$ cat config.mk
export PLATFORM = sky130hd
export DESIGN_NAME = serial_adder
export DESIGN_NICKNAME = d
export VERILOG_FILES = /design/src/rtl/serial_adder.sv
export SDC_FILE = /design/constraint.sdc
export NUM_CORES = 1
export LEC_CHECK = 0
export CAP_MARGIN = 30
export CORE_MARGIN = 1
export CORE_UTILIZATION = 48
export DETAILED_ROUTE_END_ITERATION = 8
export GPL_ROUTABILITY_DRIVEN = 0
export GPL_TIMING_DRIVEN = 0
export PLACE_DENSITY = 0.75
export SYNTH_ARGS = -nofsm -noshare
export SYNTH_HDL_FRONTEND = slang
export SYNTH_SLANG_ARGS = --single-unit
$ cat constraint.sdc
create_clock -name clk -period 3.6 [get_ports clk]
set_input_delay 0.36 -clock clk [delete_from_list [all_inputs] [get_ports clk]]
set_output_delay 0.36 -clock clk [all_outputs]
set_load 0.02 [all_outputs]
$ cat src/rtl/serial_adder.sv
// serial_adder: bit-serial add/subtract through one full-adder cell, start/busy/done handshake
module serial_adder #(
  parameter int WIDTH = 8
) (
  input  logic             clk,
  input  logic             rst_n,
  input  logic             start,
  input  logic             sub,
  input  logic [WIDTH-1:0] a,
  input  logic [WIDTH-1:0] b,
  output logic             busy,
  output logic             done,
  output logic [WIDTH-1:0] sum,
  output logic             cout,
  output logic             overflow
);
  localparam int CW = $clog2(WIDTH);
  typedef enum logic [1:0] {IDLE, RUN, DONE} state_t;
  state_t state, state_nx;
  logic [WIDTH-1:0] op_a, op_b;
  logic [CW-1:0] cnt;
  logic carry, s_bit, c_nx, last, accept;
  assign accept = start && state != RUN;
  assign last = cnt == CW'(WIDTH - 1);
  assign s_bit = op_a[0] ^ op_b[0] ^ carry;
  assign c_nx = (op_a[0] & op_b[0]) | (op_a[0] & carry) | (op_b[0] & carry);
  assign busy = state == RUN;
  assign done = state == DONE;
  always_comb begin
    state_nx = state;
    if (accept) state_nx = RUN;
    else if (state == RUN) state_nx = last ? DONE : RUN;
    else if (state == DONE) state_nx = IDLE;
  end
  always_ff @(posedge clk or negedge rst_n)
    if (!rst_n) state <= IDLE;
    else state <= state_nx;
  // op_a doubles as the result shift register: sum bits enter at the MSB as operand bits leave at the LSB
  always_ff @(posedge clk or negedge rst_n)
    if (!rst_n) begin
      op_a <= '0;
      op_b <= '0;
      carry <= 1'b0;
      cnt <= '0;
      sum <= '0;
      cout <= 1'b0;
      overflow <= 1'b0;
    end else if (accept) begin
      op_a <= a;
      op_b <= sub ? ~b : b;
      carry <= sub;
      cnt <= '0;
    end else if (state == RUN) begin
      op_a <= {s_bit, op_a[WIDTH-1:1]};
      op_b <= {1'b0, op_b[WIDTH-1:1]};
      carry <= c_nx;
      cnt <= cnt + 1'b1;
      if (last) begin
        sum <= {s_bit, op_a[WIDTH-1:1]};
        cout <= c_nx;
        overflow <= carry ^ c_nx;
      end
    end
endmodule
# Word-level counts from Yosys, hierarchy flattened
# Cells that the tools add are included.
[totals] register_bits=32 inputBits=20 elab_cells=40
[classes] add_sub_neg=1 eq_ne=4 muxes=13 bitwise_logic=10 reduce_logical=4
[ops] op="2-to-1 mux 8 bit" n=5
[ops] op="2-to-1 mux 2 bit" n=4
[ops] op="NOT 8 bit" n=1
[ops] op="2-to-1 mux 3 bit" n=2
[ops] op="adder 3 x 1 -> 3 bit (second input constant)" n=1
[ops] op="bitwise AND 1 bit" n=3
[ops] op="== test 3 bit (second input constant)" n=1
[ops] op="AND reduction 3 bit" n=1
[ops] op="nonzero test 3 bit" n=1
[ops] op="XOR 1 bit" n=3
[ops] op="== test 2 x 1 -> 1 bit (second input constant)" n=1
[ops] op="== test 2 bit (second input constant)" n=1
[ops] op="2-to-1 mux 1 bit" n=2
[ops] op="!= test 2 x 1 -> 1 bit (second input constant)" n=1
[ops] op="bitwise OR 1 bit" n=2
[ops] op="nonzero test 2 bit" n=1
[ops] op="logical AND 1 bit" n=1
[ops] op="NOT 1 bit" n=1

# Longest topological paths before layout
# Gate-level depths: netlist of the first run.
[logic_depth] depth_word=5 depth_mapped=7 ltp_nobuf=5

# Least setup slack after synthesis of the first run
# OpenSTA, ideal clock, no wires.
[synth_timing] path_kind="reg-to-reg" start="register state[0]" end="register op_b[5]" setup_time_ns=0.126 arrival_time_ns=1.559 required_ns=3.474 path_slack_ns=1.915 path_stages_with_launch=6 path_buffers=2 period_less_slack_ns=1.685 cell_sequence="dfrtp_1 -> ha_1 -> buf_6 -> mux2_4 -> buf_6 -> a221o_1"
[synth_via] word_cells_on_any_way=5 cone_classes="eq/ne (2); mux (1); reduce/logical (2)"
[synth_lines] element="start, declared" line="19" text="state_t state, state_nx;"
[synth_lines] element="start signal, assigned" line="37" text="else state <= state_nx;"
[synth_lines] element="== test 2 x 1 -> 1 bit"
[synth_lines] element="named net busy" line="11" text="output logic busy,"
[synth_lines] element="nonzero test 2 bit (no line)"
[synth_lines] element="end signal, assigned" line="50" text="op_b <= sub ? ~b : b;"
[synth_lines] element="end signal, assigned" line="55" text="op_b <= {1'b0, op_b[WIDTH-1:1]};"
[synth_lines] element="end, declared" line="20" text="logic [WIDTH-1:0] op_a, op_b;"
# The timed path passes the listed nets, and every way through them passes these cells.
# A chain may end at the register's enable or synchronous reset.

# Worst setup path in the final report of the first run
[layout_timing] start="register state[1]" end="output busy"
[layout_via] elab_chain_cells=1
[layout_lines] element="== test 2 x 1 -> 1 bit" line="27" text="assign busy = state == RUN;"
[layout_lines] element="end, declared" line="11"
# Every way passes these cells.

==> flow_summary.yaml, run 1 <==
worst_setup_path:
  cp_num_buf_inv: 2
  reg2reg_depth: 6
  rrSetupSlack_ns: 1.92
  rr_endpoint: "op_b[5]$_DFFE_PN0P_"
  cp-startpoint: "state[1]$_DFFE_PN0P_"
  cp_top_family: "buffers and inverters"
  critPathKind: "flip-flop to output port"
  slowest_stage: "clkdlybuf4s50_1"
  cp-start-kind: "flip-flop"
  critPathCaptureType: "output port"
  slowest_delay_ns: 0.62
  crit_fanout: 3
  cp.arrival_ns: 1.62
  timing.rr.start: "state[1]$_DFFE_PN0P_"
  cp.depth: 3
  path_cells: "inv_1 -> ha_1 -> clkdlybuf4s50_1"
  crit_path_end: "busy"
  critPathRequiredTime_ns: 3.24
floorplan:
  row_count: 19
  pin_count: 32
  start_util_pct: 52.7
  dieArea_um2: 3360
  die_w_um: 58.0
  fp.dieH_um: 58.0
  core_um2: 2850
worst_hold_path:
  min_path_type: "input pin to asynchronous set/reset pin"
grt:
  gr-total-overflow: 0
  antenna_found_initial: 0
  grt_max_degree: 22
  track_usage_pct: 20.2
  grt_pass1_wl_mm: 4.94
  grt_pass1_vias: 1077
clocking:
  clkLatencyLatePin_ns: 0.32
  numCtsBuffers: 5
  clkTransAtPathRegs_ns: 0.09
  cts_tree: "yes"
  cts_num_sinks: 32
  htreeDepth: 2
  cts_resized: 0
  cts_root_buf: "clkbuf_4"
  post_cts_buffers: 0
  clock_path_buffers: 2
  cts_hold_buffers: 0
power:
  pwr-share-comb_pct: 47.1
  power.leakage_nw: 0.873
  p_clk_share_pct: 11.8
  finalPower_w: 0.00152
  max-vdd-ir-drop_v: 0.000407
  seqPwrFrac_pct: 41.1
  p_int_w: 0.000953
  p_switching_w: 0.000568
  power_density_nw_per_um2: 794
  swShare_pct: 37.3
route:
  drt-total-wl_mm: 2.96
  ant_nets: 0
  drt-initial-drc-count: 35
  vias_per_cell: 5.47
  drt_first_pass_iters: 8
  avgRoutedWirePerCell_um: 14.9
  drc: 2
  vias: 1089
timing:
  tightest_slew_ns: 0.624
  rsz0062_at_grt: "no"
  maxSlewHeadroom_pct: 58.2
  hold_viol: 0
  setup_viol: 0
  max_freq_mhz: 506
  final.period_utilization_pct: 54.9
  tns_ns: 0
  fin_crit_ns: 1.98
  skew_ns: 0.00861
  slew_viol_final: 0
run_status:
  status: "finished, violations left"
  violations: "design-rule violations"
layout:
  diodes: 0
  area_delta_synth_final_pct: 27.5
  final_nets: 194
  fin_cells: 199
  design_area_um2: 1920
  drive_gt1_share_pct: 15.5
synth:
  synth_fp_nets: 156
  synth-xor-area-share_pct: 5.83
  synthAdderAreaFrac_pct: 5.50
  netlist_area_um2: 1500
  synth_compound_area_share_pct: 13.2
  synth_cell_type_count: 23
  synth_top_family_by_area: "compound AO/OA/AOI/OAI gates"
  synth.avg_cell_area_um2: 11.6
  seq_area_frac_synth_pct: 53.3
  synth.area.mux_share_pct: 8.41
  ys_seq_elements: 32
  yosysWarnings: 0
  post_synth_and_or_nand_nor_area_fraction_pct: 10.2
  synth_cells: 130
place:
  place_area_um2: 1870
  io_buffers: 30
  dp_cells: 192
  place_hpwl_mm: 2.16
run:
  maxCapViolations: 0
==> layout make-up <==
class	instances	area [um^2]
fillers	242	937
flip-flops and latches	32	801
multi-input cells	89	647
repair buffers	31	328
plain buffers	7	47.5
clock buffers	6	41.3
well taps	31	38.8
inverters	2	7.51
clock inverters	1	5.00
==> through the flow <==
step | util (%) | worst slack [ns] | hold WS (ns)
floorplan | - | 1.91 | 0.0644
global placement | 64.6 | 1.62 | 0.467
detailed placement | 65.5 | 1.76 | 0.491
CTS | 67.1 | 1.60 | 0.428
global route | 67.1 | 1.54 | 0.477
finish | 67.1 | 1.62 | 0.424
==> flip-flops by register name (all words and copies together), names as in the netlist <==
| name | flops |
|---|---|
| op_b | 8 |
| cout | 1 |
| sum | 8 |
| op_a | 8 |
| cnt | 3 |
| overflow | 1 |
| state | 2 |
| carry | 1 |
==> layer usage <==
layer	vias to the layer above	part of all wire, %	track usage (%)
met5	-	0	0
met4	0	1.3	9.18
met3	4	5.4	4.69
met2	27	49	33.7
met1	527	45	25.1
li1	531	-	-
==> placed cells by master, fill, tap and decap left out, drive strengths merged, types with 2 or more instances in the layout <==
master and n:
clkdlybuf4s50 30, a221o 7, a21oi 3, a211oi 2, dfrtp 32, buf 8
clkbuf 6, nand2b 2, a22oi 8, mux2 10, inv 2, nor2b 2
o21ai 4, nor2 10, ha 5, xnor2 9, nand2 22
==> power groups by stage <==
stage	combinational, W	sequential [W]	clock [W]
floorplan	0.000419	0.000672	0
global placement	0.000691	0.000622	0
detailed placement	0.000721	0.000631	0
CTS	0.000724	0.000626	0.000185
global route	0.000789	0.000645	0.000198
finish	0.000716	0.000625	0.000180
==> worst register-to-register path, delay by kind of cell, from the launching register on <==
kind	cells	cell delay (ns)
flip-flops	1	0.39
buffers and inverters	3	0.38
multiplexers	1	0.31
AO/OA/AOI/OAI	1	0.29
adder cells (fa/ha/maj)	1	0.21
==> synthesized netlist by cell type (all sizes together) <==
master | n | area share [%]
inv | 2 | 0.50
nor2 | 10 | 3.0
nor2b | 2 | 0.83
mux2i | 1 | 0.67
ha | 5 | 4.2
dfrtp | 32 | 53
nand2 | 22 | 5.5
fa | 1 | 1.3
a22oi | 8 | 4.0
mux2 | 10 | 7.7
a21oi | 3 | 1.0
a31o | 1 | 0.58
o21ai | 4 | 1.3
buf | 7 | 3.2
xnor2 | 9 | 5.2
xor2 | 1 | 0.58
a221o | 7 | 4.7
a211oi | 2 | 1.0
nand2b | 2 | 0.83
a311oi | 1 | 0.58
==> logic make-up after synthesis <==
group	after synthesis
and+or+nand+nor	36
muxes	11
DFF	32
AOI/OAI and AO/OA	26
buffers and inverters	9
xor gates and xnor gates	10
adders and majority gates	6
==> worst min-delay path by stage <==
stage	slack (ns)	cells after the start	endpoint
after floorplan	0.06	0	carry$_DFFE_PN0P_
after global placement	0.47	2	overflow$_DFFE_PN0P_
after detailed placement	0.49	2	overflow$_DFFE_PN0P_
after CTS	0.43	1	sum[3]$_DFFE_PN0P_
after global routing	0.48	1	sum[3]$_DFFE_PN0P_
final	0.42	1	sum[3]$_DFFE_PN0P_
Note: power is estimated with default switching activity, not from simulation.
==> inputs of run 2 (changes only) <==
- CORE_UTILIZATION: 48 -> 45
- PLACE_DENSITY: 0.75 -> 0.74
- clock period: 3.6 -> 1.6 ns (I/O delays scaled with it)
==> flow_summary.yaml, run 2 (synthesized netlist as in run 1, its figures left out) <==
run_status:
  status: "finished clean"
worst_setup_path:
  critPathKind: "flip-flop to output port"
  cp.arrival_ns: 1.37
  slowest_stage: "dfrtp_1"
  path_cells: "inv_2 -> ha_4 -> clkdlybuf4s15_1"
  cp_num_buf_inv: 2
  critPathCaptureType: "output port"
  crit_fanout: 11
  cp-start-kind: "flip-flop"
  critPathRequiredTime_ns: 1.44
  slowest_delay_ns: 0.41
  cp_top_family: "buffers and inverters"
timing:
  rsz0062_at_grt: "no"
  slew_viol_final: 0
  fin_crit_ns: 1.53
  hold_viol: 0
  max_freq_mhz: 653
  maxSlewHeadroom_pct: 39.6
  skew_ns: 0.00302
  final.period_utilization_pct: 95.8
  whs_ns: 0.288
  setup_viol: 0
  tightest_slew_ns: 0.903
route:
  drt_first_pass_iters: 5
  drc: 0
  avgRoutedWirePerCell_um: 14.3
  drt-initial-drc-count: 43
  vias: 1126
  drt-total-wl_mm: 3.09
  vias_per_cell: 5.19
  ant_nets: 0
layout:
  fin_cells: 217
  final_common_cell: "dfrtp_1"
  area_delta_synth_final_pct: 32.7
  diodes: 0
  drive_gt1_share_pct: 20.2
  final_cell_mix: "dfrtp_1 (31), clkdlybuf4s50_1 (28), nand2_1 (21)"
  top_regs: "op_a x8, op_b x8, sum x8"
  final_nets: 198
floorplan:
  core_um2: 3100
  fp.dieH_um: 59.8
  die_w_um: 59.8
  pin_count: 32
  dieArea_um2: 3570
  row_count: 20
  start_util_pct: 48.4
clocking:
  htreeDepth: 2
  clkTransAtPathRegs_ns: 0.09
  clock_path_buffers: 2
  clkLatencyLatePin_ns: 0.32
  cts_hold_buffers: 0
  cts_num_sinks: 32
  cts_tree: "yes"
  cts_root_buf: "clkbuf_4"
  numCtsBuffers: 5
power:
  p_switching_w: 0.00133
  p_clk_share_pct: 13.0
  pwr-share-comb_pct: 48.3
  swShare_pct: 36.5
  power_density_nw_per_um2: 1820
  power.leakage_nw: 0.904
  max-vdd-ir-drop_v: 0.000717
  seqPwrFrac_pct: 38.7
  p_int_w: 0.00231
grt:
  grt_max_degree: 20
  gr-total-overflow: 0
  grt_pass1_wl_mm: 5.13
  track_usage_pct: 19.9
  grt_pass1_vias: 1180
  antenna_found_initial: 0
run:
  maxCapViolations: 0
place:
  io_buffers: 30
  dp_cells: 205
  place_hpwl_mm: 2.23
worst_hold_path:
  min_path_type: "input pin to flip-flop"
## run 2: cell types whose count changed in the layout (fill, tap and decap cells not counted), sizes merged
cell,before,now
clkdlybuf4s15,0,1
dlygate4sd2,0,1
buf,8,12
clkinv,1,0
clkbuf,6,8
clkdlybuf4s50,30,28
## run 2: path summary, 6_finish.rpt
kind	from	to	slack (ns)	depth (start not counted)
min in group asynchronous	rst_n	sum[3]$_DFFE_PN0P_	0.34	1
min	sub	op_b[7]$_DFFE_PN0P_	0.29	3
min reg2reg	overflow$_DFFE_PN0P_	overflow$_DFFE_PN0P_	0.49	2
max in group asynchronous	rst_n	state[0]$_DFFE_PN0P_	0.65	1
max reg2reg	cnt[0]$_DFFE_PN0P_	sum[1]$_DFFE_PN0P_	0.08	5
max	state[1]$_DFFE_PN0P_	busy	0.07	3
## run 2: metal layers
metal,global-route usage [%],wire length [um]
met5,0,0
met4,6.98,23
met3,5.84,141
met2,35.4,1600
met1,22.5,1320
## run 2: final cells by class
| cell class | instances | area (um^2) |
|---|---|---|
| Buffer | 6 | 42.5 |
| Timing Repair Buffer | 36 | 364 |
| Fill cell | 285 | 1110 |
| Multi-Input combinational cell | 89 | 664 |
| Sequential cell | 32 | 802 |
| Tap cell | 44 | 55.1 |
| Inverter | 2 | 7.51 |
| Clock buffer | 8 | 58.8 |
## run 2: power groups by stage
| stage | Sequential [W] | Clock [W] | Combinational (W) |
|---|---|---|---|
| 2_1_floorplan | 0.00152 | 0 | 0.000962 |
| 3_3_place_gp | 0.00140 | 0 | 0.00157 |
| 3_5_place_dp | 0.00143 | 0 | 0.00165 |
| 4_1_cts | 0.00141 | 0.000493 | 0.00176 |
| 5_1_grt | 0.00146 | 0.000530 | 0.00192 |
| 6_report | 0.00141 | 0.000473 | 0.00175 |
## run 2: metrics by stage
step | instance area, um^2 | total power, W | TNS [ns] | utilization, % | setup slack, ns
after detailed placement | 1890 | 0.00308 | -0.536 | 60.8 | -0.0424
after CTS | 1990 | 0.00366 | 0 | 64.1 | 0.00588
after global routing | 1990 | 0.00391 | 0 | 64.3 | 0.00464
after floorplan | 1520 | 0.00248 | 0 | - | 0.0224
after global placement | 1870 | 0.00297 | -6.40 | 60.3 | -0.200
final | 1990 | 0.00363 | 0 | 64.3 | 0.0678
## run 2: repair_timing
| item | CTS | global route |
|---|---|---|
| resized for setup | 4 | 5 |
| buffers inserted | 4 | 1 |
| setup endpoints to repair | 12 | 18 |
| pin swaps | 0 | 1 |
## run 2: worst min-delay path: stages
cell and delay [ns]:
buf_2 0.18, xnor2_1 0.17, a211oi_1 0.07
==> inputs of run 3 (changes only) <==
- HOLD_SLACK_MARGIN: default -> 0.1
==> results of run 3 <==
No change in the layout: final DEF, timing and power equal those of run 2.
